==> src/rtl/mult_div_if.sv <==
// Start/busy/done handshake between the pipeline and the multiply/divide unit,
// plus the MTHI/MTLO write port and the architectural HI/LO read-back.
interface mult_div_if #(
  parameter int unsigned WIDTH = 32
);
  logic             start;
  logic [1:0]       op;
  logic [WIDTH-1:0] a;
  logic [WIDTH-1:0] b;
  logic             wr_hi;
  logic             wr_lo;
  logic [WIDTH-1:0] wdata;
  logic             busy;
  logic             done;
  logic [WIDTH-1:0] hi;
  logic [WIDTH-1:0] lo;

  modport master (
    output start, op, a, b, wr_hi, wr_lo, wdata,
    input  busy, done, hi, lo
  );

  modport slave (
    input  start, op, a, b, wr_hi, wr_lo, wdata,
    output busy, done, hi, lo
  );
endinterface

==> src/rtl/mult_div.sv <==
// Iterative MULT/MULTU/DIV/DIVU unit writing the HI/LO registers.
// One shift-add or restoring-divide step per clock, followed by a sign-fix cycle.
module mult_div #(
  parameter int unsigned WIDTH = 32,
  parameter int unsigned CNT_W = 5
) (
  input logic       clk,
  input logic       rst,
  mult_div_if.slave bus
);
  localparam int unsigned PW = 2 * WIDTH;

  typedef enum logic [1:0] {IDLE, RUN, FIX} state_t;

  state_t           state;
  logic [1:0]       op_q;
  logic             sign_a;
  logic             sign_b;
  logic [WIDTH-1:0] mag_a;
  logic [WIDTH-1:0] mag_b;
  logic [PW-1:0]    acc;
  logic [WIDTH:0]   rem;
  logic [CNT_W-1:0] count;
  logic             busy_q;
  logic             done_q;
  logic [WIDTH-1:0] hi_q;
  logic [WIDTH-1:0] lo_q;

  assign bus.busy = busy_q;
  assign bus.done = done_q;
  assign bus.hi   = hi_q;
  assign bus.lo   = lo_q;

  // Operand capture: signed ops latch magnitudes, unsigned ops latch raw values
  logic             in_signed;
  logic [WIDTH-1:0] abs_a;
  logic [WIDTH-1:0] abs_b;
  assign in_signed = ~bus.op[0];
  assign abs_a = (in_signed && bus.a[WIDTH-1]) ? (-bus.a) : bus.a;
  assign abs_b = (in_signed && bus.b[WIDTH-1]) ? (-bus.b) : bus.b;

  // One iteration step for each algorithm
  logic [PW-1:0]    partial;
  logic [CNT_W-1:0] div_idx;
  logic [WIDTH+1:0] rem_sh;
  logic [WIDTH+1:0] trial;
  logic             q_bit;
  assign partial = {WIDTH'(0), mag_a} << count;
  assign div_idx = CNT_W'(WIDTH - 1) - count;
  assign rem_sh  = {rem, mag_a[div_idx]};
  assign trial   = rem_sh - {2'b00, mag_b};
  assign q_bit   = ~trial[WIDTH+1];

  // Sign correction applied in FIX
  logic             is_signed;
  logic             neg_res;
  logic [PW-1:0]    prod_fix;
  logic [WIDTH-1:0] quot_fix;
  logic [WIDTH-1:0] rem_fix;
  logic [WIDTH-1:0] a_orig;
  assign is_signed = ~op_q[0];
  assign neg_res   = is_signed & (sign_a ^ sign_b);
  assign prod_fix  = neg_res ? (-acc) : acc;
  assign quot_fix  = neg_res ? (-acc[WIDTH-1:0]) : acc[WIDTH-1:0];
  assign rem_fix   = (is_signed && sign_a) ? (-rem[WIDTH-1:0]) : rem[WIDTH-1:0];
  assign a_orig    = (is_signed && sign_a) ? (-mag_a) : mag_a;

  always_ff @(posedge clk) begin
    if (rst) begin
      state  <= IDLE;
      op_q   <= 2'b00;
      sign_a <= 1'b0;
      sign_b <= 1'b0;
      mag_a  <= '0;
      mag_b  <= '0;
      acc    <= '0;
      rem    <= '0;
      count  <= '0;
      busy_q <= 1'b0;
      done_q <= 1'b0;
      hi_q   <= '0;
      lo_q   <= '0;
    end else begin
      done_q <= 1'b0;
      case (state)
        IDLE: begin
          // start takes priority over a same-cycle MTHI/MTLO
          if (bus.start) begin
            op_q   <= bus.op;
            sign_a <= in_signed & bus.a[WIDTH-1];
            sign_b <= in_signed & bus.b[WIDTH-1];
            mag_a  <= abs_a;
            mag_b  <= abs_b;
            acc    <= '0;
            rem    <= '0;
            count  <= '0;
            busy_q <= 1'b1;
            state  <= RUN;
          end else begin
            if (bus.wr_hi) hi_q <= bus.wdata;
            if (bus.wr_lo) lo_q <= bus.wdata;
          end
        end
        RUN: begin
          count <= count + CNT_W'(1);
          if (op_q[1]) begin
            rem <= q_bit ? trial[WIDTH:0] : rem_sh[WIDTH:0];
            acc <= {acc[PW-2:0], q_bit};
          end else if (mag_b[count]) begin
            acc <= acc + partial;
          end
          if (count == CNT_W'(WIDTH - 1)) state <= FIX;
        end
        FIX: begin
          if (!op_q[1]) begin
            hi_q <= prod_fix[PW-1:WIDTH];
            lo_q <= prod_fix[WIDTH-1:0];
          end else if (mag_b == '0) begin
            hi_q <= a_orig;
            lo_q <= '1;
          end else begin
            hi_q <= rem_fix;
            lo_q <= quot_fix;
          end
          busy_q <= 1'b0;
          done_q <= 1'b1;
          state  <= IDLE;
        end
        default: state <= IDLE;
      endcase
    end
  end
endmodule

==> src/flat_wrapper.sv <==
// flat-port wrapper written by rule: the top's interface ports become plain ports
module mult_div_flat 
#(
  parameter int unsigned WIDTH = 32,
  parameter int unsigned CNT_W = 5
)
  (clk, rst, bus_start, bus_op, bus_a, bus_b, bus_wr_hi, bus_wr_lo, bus_wdata, bus_busy, bus_done, bus_hi, bus_lo);
  mult_div_if #(.WIDTH(WIDTH)) bus_i ();
  input logic clk;
  input logic rst;
  input wire logic [$bits(bus_i.start)-1:0] bus_start;
  input wire logic [$bits(bus_i.op)-1:0] bus_op;
  input wire logic [$bits(bus_i.a)-1:0] bus_a;
  input wire logic [$bits(bus_i.b)-1:0] bus_b;
  input wire logic [$bits(bus_i.wr_hi)-1:0] bus_wr_hi;
  input wire logic [$bits(bus_i.wr_lo)-1:0] bus_wr_lo;
  input wire logic [$bits(bus_i.wdata)-1:0] bus_wdata;
  output wire logic [$bits(bus_i.busy)-1:0] bus_busy;
  output wire logic [$bits(bus_i.done)-1:0] bus_done;
  output wire logic [$bits(bus_i.hi)-1:0] bus_hi;
  output wire logic [$bits(bus_i.lo)-1:0] bus_lo;
  assign bus_i.start = bus_start;
  assign bus_i.op = bus_op;
  assign bus_i.a = bus_a;
  assign bus_i.b = bus_b;
  assign bus_i.wr_hi = bus_wr_hi;
  assign bus_i.wr_lo = bus_wr_lo;
  assign bus_i.wdata = bus_wdata;
  assign bus_busy = bus_i.busy;
  assign bus_done = bus_i.done;
  assign bus_hi = bus_i.hi;
  assign bus_lo = bus_i.lo;
  mult_div #(.WIDTH(WIDTH), .CNT_W(CNT_W)) u_core (.clk(clk), .rst(rst), .bus(bus_i));
endmodule
==> config.mk <==
export PLATFORM = sky130hd
export DESIGN_NAME = mult_div_flat
export DESIGN_NICKNAME = d
export VERILOG_FILES = /design/src/rtl/mult_div_if.sv /design/src/rtl/mult_div.sv /design/src/flat_wrapper.sv
export SDC_FILE = /design/constraint.sdc
export NUM_CORES = 1
export LEC_CHECK = 0
export CELL_PAD_IN_SITES_DETAIL_PLACEMENT = 0
export CELL_PAD_IN_SITES_GLOBAL_PLACEMENT = 1
export CORE_MARGIN = 3
export CORE_UTILIZATION = 44
export DETAILED_ROUTE_END_ITERATION = 10
export HOLD_SLACK_MARGIN = 0.03
export PLACE_DENSITY = 0.78
export SETUP_SLACK_MARGIN = 0.15
export SYNTH_ARGS = -nofsm -noshare
export SYNTH_HDL_FRONTEND = slang
export SYNTH_SLANG_ARGS = --single-unit
==> constraint.sdc <==
create_clock -name clk -period 6.3 [get_ports clk]
set_input_delay 0.63 -clock clk [delete_from_list [all_inputs] [get_ports clk]]
set_output_delay 0.63 -clock clk [all_outputs]
set_load 0.05 [all_outputs]
==> results.sh, run 1 <==
export IMPL_hold_violations=0
export IMPL_final_area_um2=24490
export IMPL_p_leak_nw=9.139
export IMPL_seq_area_frac_synth=0.2221
export IMPL_cp_slowest_cell="a2111oi_0"
export IMPL_dr_pass1_iters=6
export IMPL_drc=0
export IMPL_critical_path_top_delay_family="compound AO/OA/AOI/OAI gates"
export IMPL_maxCapViolCount=0
export IMPL_die_x_um=226.8
export IMPL_finalPower_mw=4.659
export IMPL_clk_pin_slew_ps=70
export IMPL_cts_hold_buf=0
export IMPL_cts_root_buf="clkbuf_16"
export IMPL_synth_edf_count=0
export IMPL_ant_nets=0
export IMPL_grt_pass1_vias=20460
export IMPL_synth_area_um2=21450
export IMPL_grt_max_degree=83
export IMPL_critical_path_max_fanout=22
export IMPL_synth_cell_types=86
export IMPL_cp_start_kind="register"
export IMPL_setup_viol=0
export IMPL_drv_slew=0
export IMPL_ir_worst_vdd_mv=0.2489
export IMPL_worstSetupPathType="reg -> reg"
export IMPL_rsz0062_at_grt="no"
export IMPL_insertion_delay_ps=600
export IMPL_port_buffers=168
export IMPL_status="complete, no violations"
export IMPL_clock_sinks=238
export IMPL_fin_tns_setup_ps=0
export IMPL_power_switching_mw=1.566
export IMPL_htreeDepth=1
export IMPL_postCtsSetupRepairBufs=0
export IMPL_start_util=0.4473
export IMPL_drt_total_wl_mm=85.98
export IMPL_place_ws_ps=835.5
export IMPL_finalWeightedCongestion=0.9742
export IMPL_wl_per_cell_um=24.02
export IMPL_holdPathStages=2
export IMPL_met1_usage=0.4661
export IMPL_placed_area_um2=23470
export IMPL_use_met3=0.06111
export IMPL_crit_path_cell_trace="buf_4, mux4_2, mux2_2, o21ai_0, mux2i_1, ha_1, and3_1, and2_1, a21oi_1, o21ai_0, a221oi_1, o31ai_1, a2111oi_0, o21a_1, a21oi_1, o21ai_0"
export IMPL_use_met2=0.4828
export IMPL_postLayoutSetupSlackWorst_ps=704.4
export IMPL_hold_path_class="reg -> reg"
export IMPL_slew_headroom=0.2764
export IMPL_grt_pass1_wl_mm=128.2
export IMPL_die_height_um=226.8
export IMPL_crit_top_cell="o21ai_0"
export IMPL_synth_flop_cell="dfxtp_1"
export IMPL_crit_required_ps=6820
export IMPL_regArea_um2=4772
export IMPL_io_pins=169
export IMPL_clock_path_buffers=3
export IMPL_drt_iter0_drc=2482
export IMPL_clock_skew_ps=32.29
export IMPL_track_usage=0.3215
export IMPL_max_freq_mhz=178.7
export IMPL_syn_avg_cell_area_um2=7.388
export IMPL_tightest_slew_ps=1083
export IMPL_core_um2=47950
export IMPL_clkPwrFrac=0.394
export IMPL_holdWs_ps=450.7
export IMPL_seq_power_share=0.361
export IMPL_fillers=4846
export IMPL_cts_resized_gates=0
export IMPL_r2r_cells=16
export IMPL_power_frac_comb=0.245
export IMPL_min_period_over_period=0.8882
export IMPL_syn_inst=2903
export IMPL_nets=3149
export IMPL_synthToLayoutAreaGrowth_pct=14.17
export IMPL_power_density_nw_per_um2=190.2
export IMPL_yosys_warnings=0
export IMPL_layout_min_cycle_time_ps=5596
export IMPL_cts_tree="built"
export IMPL_vias=22580
export IMPL_synth_nets=3110
export IMPL_p_int_mw=3.093
export IMPL_crit_path_end_kind="register"
export IMPL_multi_input_area_um2=15660
export IMPL_rows=80
export IMPL_cts_buffers=30
export IMPL_top_usage_layer="met2"
export IMPL_crit_cells=16
export IMPL_die_area_um2=51430
export IMPL_dp_hpwl_mm=67.97
export IMPL_layout_drive_gt1_share=0.06007
export IMPL_netSwitchingFraction=0.3361
export IMPL_ys_seq_elements=238
export IMPL_routed_via_density=6.309
export IMPL_async_flop_share=0
export IMPL_grt_antenna_before_repair=1
export IMPL_path_buf_inv=1
export IMPL_max_stage_delay_ps=730
export IMPL_grt_overflow_total=0
export IMPL_cp_arrival_ps=6120
per-stage QoR:
step | instances | utilization
2_1_floorplan | 2903 | -
3_3_place_gp | 3525 | 0.4894
3_5_place_dp | 3525 | 0.4894
4_1_cts | 3578 | 0.5107
5_1_grt | 3578 | 0.5107
6_report | 3579 | 0.5107
final timing paths:
path / start / end / slack, ps
hold reg to reg: u_core.bus.lo[0] / u_core.bus.lo[0] / 450
setup / recovery: u_core.count[0] / u_core.acc[62] / 700
hold / removal: u_core.bus.lo[0] / u_core.bus.lo[0] / 450
setup reg to reg: u_core.count[0] / u_core.acc[62] / 700
power by group through the flow:
stage / sequential (mW) / clock [mW] / combinational (mW)
finish: 1.68 / 1.84 / 1.14
global route: 1.69 / 1.91 / 1.23
CTS: 1.68 / 1.86 / 1.13
detailed placement: 1.71 / 0 / 1.12
global placement: 1.70 / 0 / 1.12
floorplan: 1.72 / 0 / 0.698
worst register-to-register path, cell delays in order, from the launching register on:
cell and delay (ps):
dfxtp_2 650, buf_4 420, mux4_2 560, mux2_2 290, o21ai_0 480, mux2i_1 190
ha_1 380, and3_1 210, and2_1 220, a21oi_1 280, o21ai_0 150, a221oi_1 290
o31ai_1 240, a2111oi_0 730, o21a_1 230, a21oi_1 60, o21ai_0 140
cells in the mapped netlist, types with 63 or more instances:
master,instances,area [µm²]
nor2_1,313,1175
nand2_1,300,1126
a21oi_1,285,1426
dfxtp_1,238,4765
o21ai_0,238,1191
clkbuf_1,165,619.3
xor2_1,126,1104
xnor2_1,122,1069
ha_1,102,1276
inv_1,83,311.6
mux2i_1,72,720.7
nor3_1,67,335.3
a211oi_1,63,473.0
placed cells by master (no fill, tap or decap), drive strengths merged, types with 10 or more instances in the layout:
master / synthesis / final
a211oi: 63 / 63
a21o: 47 / 47
a21oi: 285 / 285
a22oi: 49 / 49
a311oi: 14 / 14
a31oi: 31 / 31
and2: 16 / 16
and3: 25 / 25
buf: 29 / 35
clkbuf: 166 / 39
clkdlybuf4s50: 0 / 167
clkinv: 1 / 10
dfxtp: 238 / 238
ha: 102 / 102
inv: 84 / 84
mux2: 23 / 23
mux2i: 72 / 72
mux4: 34 / 34
nand2: 300 / 300
nand2b: 24 / 24
nand3: 42 / 42
nand4: 27 / 27
nor2: 314 / 314
nor2b: 17 / 17
nor3: 67 / 67
nor4: 32 / 32
o211ai: 39 / 39
o21a: 11 / 11
o21ai: 242 / 242
o21bai: 20 / 20
o221ai: 31 / 31
o22ai: 21 / 21
o31ai: 36 / 36
o41ai: 13 / 13
or3: 33 / 33
or4: 15 / 15
xnor2: 122 / 122
xor2: 126 / 126
cells by family after synthesis:
group,Yosys count,share of synthesized area
adder cells (fa/ha/maj),104,0.06137
buffers and inverters,280,0.05005
multiplexers,129,0.08138
AO/OA/AOI/OAI,962,0.2815
XOR/XNOR,248,0.1013
AND/OR/NAND/NOR,942,0.2023
flip-flops,238,0.2221
registers in the layout (all words and copies together), names as in the netlist, 5 cells and up:
signal         cells
u_core.acc        64
u_core.bus.hi     32
u_core.bus.lo     32
u_core.count       5
u_core.mag_a      32
u_core.mag_b      32
u_core.rem        33
final cells by class:
type                    instances  area share
clock inverters                14    0.007051
flip-flops and latches        238      0.1949
inverters                      85     0.01303
repair buffers                202     0.07951
well taps                     615     0.03142
clock buffers                  39     0.03454
multi-input cells            2385      0.6395
diodes                          1   0.0001022
layer usage:
layer	wire, µm	vias up	share of wire
li1	-	10720	-
met4	2624	2	0.031
met2	36040	1049	0.42
met3	8199	146	0.095
met5	13	-	0.00015
met1	39100	10670	0.45
(Power assumes the default switching activity.)
==> run 2, diff against run 1 <==
--- a/config.mk
+++ b/config.mk
@@ -10,7 +10,6 @@
 export CORE_MARGIN = 3
 export CORE_UTILIZATION = 44
 export DETAILED_ROUTE_END_ITERATION = 10
-export HOLD_SLACK_MARGIN = 0.03
 export PLACE_DENSITY = 0.78
 export SETUP_SLACK_MARGIN = 0.15
 export SYNTH_ARGS = -nofsm -noshare
==> results of run 2 <==
Same layout as run 1: the final DEF is identical, and so are final timing and power.
